### config.mk
export PLATFORM = sky130hd
export DESIGN_NAME = stream_return_router
export DESIGN_NICKNAME = d
export VERILOG_FILES = /design/src/rtl/stream_xbar_pkg.sv /design/src/rtl/return_arbiter.sv /design/src/rtl/stream_return_router.sv
export SDC_FILE = /design/constraint.sdc
export NUM_CORES = 1
export LEC_CHECK = 0
export CAP_MARGIN = 15
export CORE_ASPECT_RATIO = 1.5
export CORE_UTILIZATION = 30
export DETAILED_ROUTE_END_ITERATION = 12
export PLACE_DENSITY = 0.53
export REMOVE_ABC_BUFFERS = 1
export SLEW_MARGIN = 5
export SYNTH_ARGS = -nofsm -noshare
export SYNTH_HDL_FRONTEND = slang
export SYNTH_SLANG_ARGS = --single-unit
export TNS_END_PERCENT = 20
### constraint.sdc
create_clock -name clk_i -period 3.1 [get_ports clk_i]
set_input_delay 0.62 -clock clk_i [delete_from_list [all_inputs] [get_ports clk_i]]
set_output_delay 0.62 -clock clk_i [all_outputs]
set_load 0.03 [all_outputs]
### src/rtl/stream_xbar_pkg.sv
// rtl/stream_xbar_pkg.sv - shared types and round-robin pick helper for the stream crossbar
// Contents: arb_state_e (per-output arbiter state), RR_MAX_PORTS (widest request
// vector rr_pick handles), rr_pick (first requester at or after a pointer, cyclic).
package stream_xbar_pkg;

    typedef enum logic {
        ST_IDLE   = 1'b0,
        ST_LOCKED = 1'b1
    } arb_state_e;

    localparam int RR_MAX_PORTS = 32;

    // Returns the first set bit of req[n-1:0] at or after ptr, wrapping at n.
    // Scanning from the far end down lets the nearest hit overwrite the result.
    function automatic int rr_pick(input logic [RR_MAX_PORTS-1:0] req, input int ptr, input int n);
        int idx;
        rr_pick = 0;
        for (int k = RR_MAX_PORTS - 1; k >= 0; k--) begin
            if (k < n) begin
                idx = ptr + k;
                if (idx >= n) begin
                    idx = idx - n;
                end
                if (req[idx[4:0]]) begin
                    rr_pick = idx;
                end
            end
        end
    endfunction

endpackage

### src/rtl/return_arbiter.sv
// rtl/return_arbiter.sv - per-output packet arbiter: IDLE/LOCKED FSM, grant and round-robin pointer
// Ports: clk_i/rst_i clock and async active-high reset; req_i one bit per input
// requesting this output; accept_i a beat of the granted input is taken this cycle;
// last_i that beat ends the packet; locked_o a packet is in progress; gnt_o granted input.
module return_arbiter
    import stream_xbar_pkg::*;
#(
    parameter int M_DATA_COUNT = 3,
    parameter int T_DEST_WIDTH = 2
) (
    input  logic                    clk_i,
    input  logic                    rst_i,
    input  logic [M_DATA_COUNT-1:0] req_i,
    input  logic                    accept_i,
    input  logic                    last_i,
    output logic                    locked_o,
    output logic [T_DEST_WIDTH-1:0] gnt_o
);

    arb_state_e              r_state;
    arb_state_e              w_state_next;
    logic [T_DEST_WIDTH-1:0] r_gnt;
    logic [T_DEST_WIDTH-1:0] w_gnt_next;
    logic [T_DEST_WIDTH-1:0] r_ptr;
    logic [T_DEST_WIDTH-1:0] w_ptr_next;

    always_ff @(posedge clk_i or posedge rst_i) begin
        if (rst_i) begin
            r_state <= ST_IDLE;
            r_gnt   <= '0;
            r_ptr   <= '0;
        end else begin
            r_state <= w_state_next;
            r_gnt   <= w_gnt_next;
            r_ptr   <= w_ptr_next;
        end
    end

    always_comb begin
        w_state_next = r_state;
        w_gnt_next   = r_gnt;
        w_ptr_next   = r_ptr;
        case (r_state)
            ST_IDLE: begin
                // Arbitration cycle: no beat is taken, only the grant is chosen.
                if (|req_i) begin
                    w_gnt_next   = T_DEST_WIDTH'(rr_pick(RR_MAX_PORTS'(req_i), int'(r_ptr), M_DATA_COUNT));
                    w_state_next = ST_LOCKED;
                end
            end
            ST_LOCKED: begin
                if (accept_i && last_i) begin
                    w_state_next = ST_IDLE;
                    w_ptr_next   = (r_gnt == T_DEST_WIDTH'(M_DATA_COUNT - 1)) ? '0
                                                                            : r_gnt + T_DEST_WIDTH'(1);
                end
            end
            default: begin
                w_state_next = ST_IDLE;
            end
        endcase
    end

    assign locked_o = (r_state == ST_LOCKED);
    assign gnt_o    = r_gnt;

endmodule

### src/rtl/stream_return_router.sv
// rtl/stream_return_router.sv - routes tagged master-side response packets back to slave-side outputs
// Ports: clk_i/rst_i clock and async active-high reset; r_* master-side inputs
// (flat vectors, input i at slice i); s_* registered slave-side outputs with the
// sourcing input index on s_src_o; drop_o pulses for each beat discarded for an
// out-of-range ID.
module stream_return_router
    import stream_xbar_pkg::*;
#(
    parameter int  T_DATA_WIDTH = 8,
    parameter int  S_DATA_COUNT = 2,
    parameter int  M_DATA_COUNT = 3,
    localparam int T_ID___WIDTH = $clog2(S_DATA_COUNT),
    localparam int T_DEST_WIDTH = $clog2(M_DATA_COUNT)
) (
    input  logic                                 clk_i,
    input  logic                                 rst_i,
    input  logic [T_DATA_WIDTH*M_DATA_COUNT-1:0] r_data_i,
    input  logic [T_ID___WIDTH*M_DATA_COUNT-1:0] r_id_i,
    input  logic [M_DATA_COUNT-1:0]              r_last_i,
    input  logic [M_DATA_COUNT-1:0]              r_valid_i,
    output logic [M_DATA_COUNT-1:0]              r_ready_o,
    output logic [T_DATA_WIDTH*S_DATA_COUNT-1:0] s_data_o,
    output logic [T_DEST_WIDTH*S_DATA_COUNT-1:0] s_src_o,
    output logic [S_DATA_COUNT-1:0]              s_last_o,
    output logic [S_DATA_COUNT-1:0]              s_valid_o,
    input  logic [S_DATA_COUNT-1:0]              s_ready_i,
    output logic [M_DATA_COUNT-1:0]              drop_o
);

    logic [T_ID___WIDTH-1:0] w_id       [M_DATA_COUNT];
    logic [M_DATA_COUNT-1:0] w_oor;
    logic [M_DATA_COUNT-1:0] w_req      [S_DATA_COUNT];
    logic                    w_locked   [S_DATA_COUNT];
    logic [T_DEST_WIDTH-1:0] w_gnt      [S_DATA_COUNT];
    logic                    w_out_rdy  [S_DATA_COUNT];
    logic                    w_sel_valid[S_DATA_COUNT];
    logic                    w_accept   [S_DATA_COUNT];
    logic                    w_acc_last [S_DATA_COUNT];
    logic [T_DATA_WIDTH-1:0] w_acc_data [S_DATA_COUNT];
    logic [M_DATA_COUNT-1:0] w_ready;

    logic [T_DATA_WIDTH-1:0] r_out_data [S_DATA_COUNT];
    logic [T_DEST_WIDTH-1:0] r_out_src  [S_DATA_COUNT];
    logic                    r_out_last [S_DATA_COUNT];
    logic                    r_out_valid[S_DATA_COUNT];

    // ID decode; the extra leading zero keeps the range compare unsigned at full width.
    always_comb begin
        w_oor = '0;
        for (int i = 0; i < M_DATA_COUNT; i++) begin
            w_id[i]  = r_id_i[i*T_ID___WIDTH +: T_ID___WIDTH];
            w_oor[i] = r_valid_i[i] &&
                       ({1'b0, w_id[i]} >= (T_ID___WIDTH+1)'(S_DATA_COUNT));
        end
    end

    always_comb begin
        for (int j = 0; j < S_DATA_COUNT; j++) begin
            w_req[j] = '0;
            for (int i = 0; i < M_DATA_COUNT; i++) begin
                w_req[j][i] = r_valid_i[i] && ({1'b0, w_id[i]} == (T_ID___WIDTH+1)'(j));
            end
        end
    end

    for (genvar g = 0; g < S_DATA_COUNT; g++) begin : g_arb
        return_arbiter #(
            .M_DATA_COUNT(M_DATA_COUNT),
            .T_DEST_WIDTH(T_DEST_WIDTH)
        ) u_arb (
            .clk_i   (clk_i),
            .rst_i   (rst_i),
            .req_i   (w_req[g]),
            .accept_i(w_accept[g]),
            .last_i  (w_acc_last[g]),
            .locked_o(w_locked[g]),
            .gnt_o   (w_gnt[g])
        );
    end

    // Granted-input mux per output. The granted input may take a beat whenever the
    // output register is empty or being drained this cycle.
    always_comb begin
        for (int j = 0; j < S_DATA_COUNT; j++) begin
            w_sel_valid[j] = 1'b0;
            w_acc_last[j]  = 1'b0;
            w_acc_data[j]  = '0;
            for (int i = 0; i < M_DATA_COUNT; i++) begin
                if (w_gnt[j] == T_DEST_WIDTH'(i)) begin
                    w_sel_valid[j] = r_valid_i[i];
                    w_acc_last[j]  = r_last_i[i];
                    w_acc_data[j]  = r_data_i[i*T_DATA_WIDTH +: T_DATA_WIDTH];
                end
            end
            w_out_rdy[j] = w_locked[j] && (!r_out_valid[j] || s_ready_i[j]);
            w_accept[j]  = w_out_rdy[j] && w_sel_valid[j];
        end
    end

    // An input's ID picks a single output, so at most one output drives its ready.
    always_comb begin
        w_ready = w_oor;
        for (int j = 0; j < S_DATA_COUNT; j++) begin
            for (int i = 0; i < M_DATA_COUNT; i++) begin
                if (w_out_rdy[j] && (w_gnt[j] == T_DEST_WIDTH'(i))) begin
                    w_ready[i] = 1'b1;
                end
            end
        end
    end

    assign r_ready_o = w_ready;
    assign drop_o    = w_oor;

    always_ff @(posedge clk_i or posedge rst_i) begin
        if (rst_i) begin
            for (int j = 0; j < S_DATA_COUNT; j++) begin
                r_out_data[j]  <= '0;
                r_out_src[j]   <= '0;
                r_out_last[j]  <= 1'b0;
                r_out_valid[j] <= 1'b0;
            end
        end else begin
            for (int j = 0; j < S_DATA_COUNT; j++) begin
                if (w_accept[j]) begin
                    r_out_data[j]  <= w_acc_data[j];
                    r_out_src[j]   <= w_gnt[j];
                    r_out_last[j]  <= w_acc_last[j];
                    r_out_valid[j] <= 1'b1;
                end else if (s_ready_i[j]) begin
                    r_out_valid[j] <= 1'b0;
                end
            end
        end
    end

    always_comb begin
        s_data_o  = '0;
        s_src_o   = '0;
        s_last_o  = '0;
        s_valid_o = '0;
        for (int j = 0; j < S_DATA_COUNT; j++) begin
            s_data_o[j*T_DATA_WIDTH +: T_DATA_WIDTH] = r_out_data[j];
            s_src_o[j*T_DEST_WIDTH +: T_DEST_WIDTH]  = r_out_src[j];
            s_last_o[j]                              = r_out_last[j];
            s_valid_o[j]                             = r_out_valid[j];
        end
    end

endmodule

Word level (Yosys, flattened, before mapping)

Index checks and enable logic that the tools add are counted.

Order comparisons: 12
Reductions and logical operators: 32
Bitwise operators: 5
Equal/unequal tests: 4
$add $sub $neg: 12
Mux-type cells: 72

Operators with widths:

| cell                | count |
|---|---|
| $ge 32x3->1 const B | 4 |
| $mux 5              | 18 |
| $mux 8              | 6 |
| $lt 5x6->1 const B  | 6 |
| $mux 1              | 32 |
| $bmux 1 s5          | 6 |
| $logic_and 1x1->1   | 18 |
| $mux 2              | 8 |
| $sub 3x2->4 const B | 4 |
| $reduce_and 2->1    | 4 |
| $add 2x1->3 const B | 2 |
| $add 2x2->3 const B | 2 |
| $reduce_or 3->1     | 2 |
| $sub 2x2->3 const B | 2 |
| $not 1->1           | 5 |
| $add 2x1->2 const B | 2 |
| $eq 2x1->1 const B  | 2 |
| $eq 2x2->1 const B  | 2 |
| $ge 2x2->1 const B  | 2 |
| $logic_not 2->1     | 2 |
| $pmux 1 s2          | 2 |
| $reduce_bool 2->1   | 2 |
| $logic_not 1->1     | 2 |
| $logic_or 1x1->1    | 2 |

Register bits after elaboration: 34

Depth between registers and ports, before layout

Word-level depth: 10
Gate-level depth with buffers: 7
Mapped depth without buffers: 6

Modules after synthesis

From an unflattened synthesis, not the netlist that was laid out.

Cells, all modules: 244
Area, all modules: 2358.5 µm²

Modules (own cells, without submodules):

| module               | cells an instance | area an instance (µm²) | sequential area each (µm²) | instances |
|---|---|---|---|---|
| stream_return_router | 148               | 1532.7                 | 600.6                      | 1 |
| return_arbiter       | 48                | 412.9                  | 125.1                      | 2 |

Worst setup path before layout

Ideal clock, no wire load.

Path kind: input to output
From: in s_ready_i[1]
To: out r_ready_o[0]
Path buffers: 0
Slack: 804 ps
Arrival time: 1676 ps
Stages: 3
Cells stage by stage: nand2b_1 nand2_1 o32ai_1

Longest elaborated chain between the ends: 4

RTL lines:

| what               | RTL line                    | text |
|---|---|---|
| start: declaration | stream_return_router.sv:26  | `input logic [S_DATA_COUNT-1:0] s_ready_i,` |
| $logic_or 1x1->1   | stream_return_router.sv:95  | `w_out_rdy[j] = w_locked[j] && (!r_out_valid[j] \|\| s_ready_i[j]);` |
| $logic_and 1x1->1  | stream_return_router.sv:95  |  |
| $logic_and 1x1->1  | stream_return_router.sv:105 | `if (w_out_rdy[j] && (w_gnt[j] == T_DEST_WIDTH'(i))) begin` |
| $mux 1             | stream_return_router.sv:105 |  |
| end: declaration   | stream_return_router.sv:21  | `output logic [M_DATA_COUNT-1:0] r_ready_o,` |

No other way between the ends.

Worst setup path after layout

From: in s_ready_i[0]
To: out r_ready_o[1]

Longest elaborated chain between the ends: 5

RTL lines:

| what                 | RTL line |
|---|---|
| $logic_or 1x1->1     | stream_return_router.sv:95 |
| $logic_and 1x1->1    | stream_return_router.sv:95 |
| $logic_and 1x1->1    | stream_return_router.sv:105 |
| $mux 1 (2 in series) | stream_return_router.sv:105 |

No other way between the ends.

==> run_results.csv <==
group,metric,value,unit
run_status,status,"finished clean",
cts,cts_sinks,34,
routing,ant_nets,0,
logic_synthesis,synth_area,0.00235,mm²
sta,fin_crit,2.92,ns
final_layout,layout_commonest_cell,"clkdlybuf4s50_1",
place,pre_cts_slack,0.103,ns
floorplanning,chipHeight,110,µm
global_route,grt_pass1_wl,10200,µm
critical_path,path_max_fanout,3,
critical_path,cp.required,2.48,ns
cts,cts_tree,"built",
logic_synthesis,yosysWarnings,0,
final_layout,final_cell_mix,"clkdlybuf4s50_1 (62), dfrtp_1 (34), nand2_1 (27)",
global_route,grt_overflow,0,
place,portBuffers,63,
sta,finalCritPeriodShare,94.3,%
routing,wl_per_cell,15.0,µm
cts,clkLatencyLatePin,0.27,ns
power_and_ir_drop,totalPowerFinal,3.52,mW
final_layout,drive_gt1_share,16.5,%
power_and_ir_drop,vdd_ir_drop_max,0.546,mV
routing,firstDrtPassIters,4,
critical_path,end_kind,"output pin",
critical_path,crit_top_cell,"clkdlybuf4s50_1",
cts,post_cts_buffers,0,
worst_hold_path,hold_class,"flip-flop to flip-flop",
floorplanning,core,0.00761,mm²
cts,cts_buffers,5,
cts,cts_max_path_buffers,2,
worst_hold_path,min_from,"s_valid_o[0]",
power_and_ir_drop,p_sw,1.52,mW
place,dpl.hpwl,4570,µm
cts,cts-root-buf,"clkbuf_16",
logic_synthesis,synth_top_area_cell,"dfrtp_1",
routing,drc,0,
final_layout,area_growth,37.8,%
logic_synthesis,synth_top_cell_area_share,36.2,%
logic_synthesis,synthFlopType,"dfrtp_1",
global_route,track_usage,16.6,%
logic_synthesis,synth-seq-area-share,36.2,%
power_and_ir_drop,power.leakage,1.37,nW
power_and_ir_drop,switching_share,43.2,%
logic_synthesis,synth.area.top_cells,"dfrtp_1 (36%), mux2_2 (12%), mux2i_1 (8.5%)",
cts,cts.clk_slew.worst_paths,0.05,ns
critical_path,crit_family,"buffers and inverters",
sta,rsz0062_at_grt,"false",
final_layout,fin_nets,349,
critical_path,worstSetupStartpoint,"s_ready_i[0]",
sta,clock_skew,0.00484,ns
logic_synthesis,synthCells,235,
global_route,grt_pass1_vias,2089,
logic_synthesis,avgSynthCellArea,9.99,µm²
critical_path,crit_buf_inv,2,
global_route,grt_max_degree,35,
global_route,antenna_found_initial,0,
final_layout,stdcell_count,405,
floorplanning,die_w,74.2,µm
power_and_ir_drop,clockPowerShare,13.9,%
routing,drt-vias-per-instance,4.94,
cts,cts_max_level,2,
critical_path,worstPathCellList,"clkdlybuf4s50_1 -> nand2b_1 -> nand2_1 -> o31ai_1 -> clkdlybuf4s50_1",
floorplanning,die-area,0.00819,mm²
critical_path,r2r_start,"g_arb[1].u_arb.gnt_o[1]",
floorplanning,core.rowCount,39,
power_and_ir_drop,combPwrFrac,60.9,%
floorplanning,initial_core_util,30.8,%
routing,vias,2000,
critical_path,max_stage_delay,0.72,ns
routing,drtIter0Drc,66,
floorplanning,pin_count,67,
logic_synthesis,ys_ff_latch,34,
sta,finalWorstSetupSlack,0.178,ns
flow_run,drv_cap,0,
final_layout,fin_util,42.5,%
sta,setup_viol,0,
routing,wl,6090,µm
critical_path,cp-start-kind,"input port",
final_layout,antenna_cells,0,
critical_path,path_class,"input port to output pin",
logic_synthesis,synthArstFlopShare,100,%
place,routabilityCongestion,0.777,
sta,slew_violations,0,
critical_path,cp_slowest_cell,"clkdlybuf4s50_1",
place,placed_cells,397,
power_and_ir_drop,intPower,2.00,mW
power_and_ir_drop,power.density,1090,mW/mm²
sta,fin_setup_tns,0,ns
power_and_ir_drop,seqPwrFrac,25.2,%
logic_synthesis,synth.distinct_cells,42,
sta,fmax,342,MHz
sta,hold_viol,0,
logic_synthesis,synth_edf_count,0,
critical_path,worstPathArrival,2.30,ns
## Yosys cell counts (all sizes together), types with 2 or more instances
cell,count
a2111oi,2
a211o,2
a21o,3
a21oi,3
a2bb2oi,2
a31oi,5
a41oi,2
buf,12
clkbuf,3
dfrtp,34
ha,10
inv,13
mux2,25
mux2i,20
nand2,27
nand2b,9
nand3,9
nand3b,2
nand4,3
nor2,3
nor2b,5
nor3b,2
o21ai,22
o21bai,2
o31ai,2
o32ai,4
## state kept, by name (all words and copies together), names as in the netlist
register	count
g_arb.u_arb.gnt_o	4
g_arb.u_arb.locked_o	2
g_arb.u_arb.r_ptr	4
s_data_o	16
s_last_o	2
s_src_o	4
s_valid_o	2
## cells by family (layout without fill, tap and decap cells)
kind of cell / after synthesis / count (layout) / share of synthesized area [%]
other: 1 / 3 / 0.160
AND/OR/NAND/NOR: 65 / 65 / 15.2
AO/OA/AOI/OAI: 52 / 52 / 16.1
multiplexers: 45 / 45 / 20.5
adder cells (fa/ha/maj): 10 / 10 / 5.33
buffers and inverters: 28 / 94 / 6.45
flip-flops: 34 / 34 / 36.2
## layer usage
metal	vias up	track usage, %	routed length [µm]
li1	967	-	-
met1	976	19.5	2600
met2	52	30.1	3150
met3	5	2.91	269
met4	0	5.39	68
met5	-	0	0
## metrics by stage
| step | hold WS (ns) | instance area (µm²) |
|---|---|---|
| floorplan | 0.539 | 2250 |
| CTS | 0.507 | 3230 |
| global route | 0.513 | 3240 |
| detailed placement | 0.494 | 3090 |
| global placement | 0.491 | 3090 |
| finish | 0.503 | 3240 |
## worst paths after layout
kind | endpoint | slack, ns | depth (start not counted)
max | r_ready_o[1] | 0.18 | 5
max in group asynchronous | s_valid_o[0] | 2.03 | 3
max reg2reg | g_arb[1].u_arb.r_ptr[1] | 1.12 | 4
min in group asynchronous | s_src_o[2] | 0.74 | 3
min reg2reg | s_valid_o[0] | 0.50 | 1
min | s_valid_o[0] | 0.50 | 1
## power by group through the flow
| stage | logic [mW] | registers, mW | clock network (mW) |
|---|---|---|---|
| after floorplan | 1.04 | 1.20 | 0 |
| after global placement | 2.16 | 0.898 | 0 |
| after detailed placement | 2.16 | 0.895 | 0 |
| after CTS | 2.17 | 0.892 | 0.506 |
| after global routing | 2.33 | 0.932 | 0.523 |
| final | 2.14 | 0.888 | 0.489 |
## cell type report
type	count	area [µm²]
inverter	13	48.8
timing repair buffer	73	708
tap	102	128
fill	790	4380
clock buffer	7	143
clock inverter	1	5.00
sequential	34	851
multi-input combinational	175	1350
## what timing repair did
| item | in CTS | in global routing |
|---|---|---|
| hold buffers | 0 | 0 |
| endpoints found under the setup margin | 0 | 1 |
| gates resized for setup | 0 | 1 |
## worst register-to-register path, stage by stage (launching register included)
cell and delay (ns):
dfrtp_1 0.56, nor2b_4 0.39, a2bb2oi_2 0.12, a2111oi_4 0.42, mux2_2 0.38
Note: power is estimated with default switching activity, not from simulation.
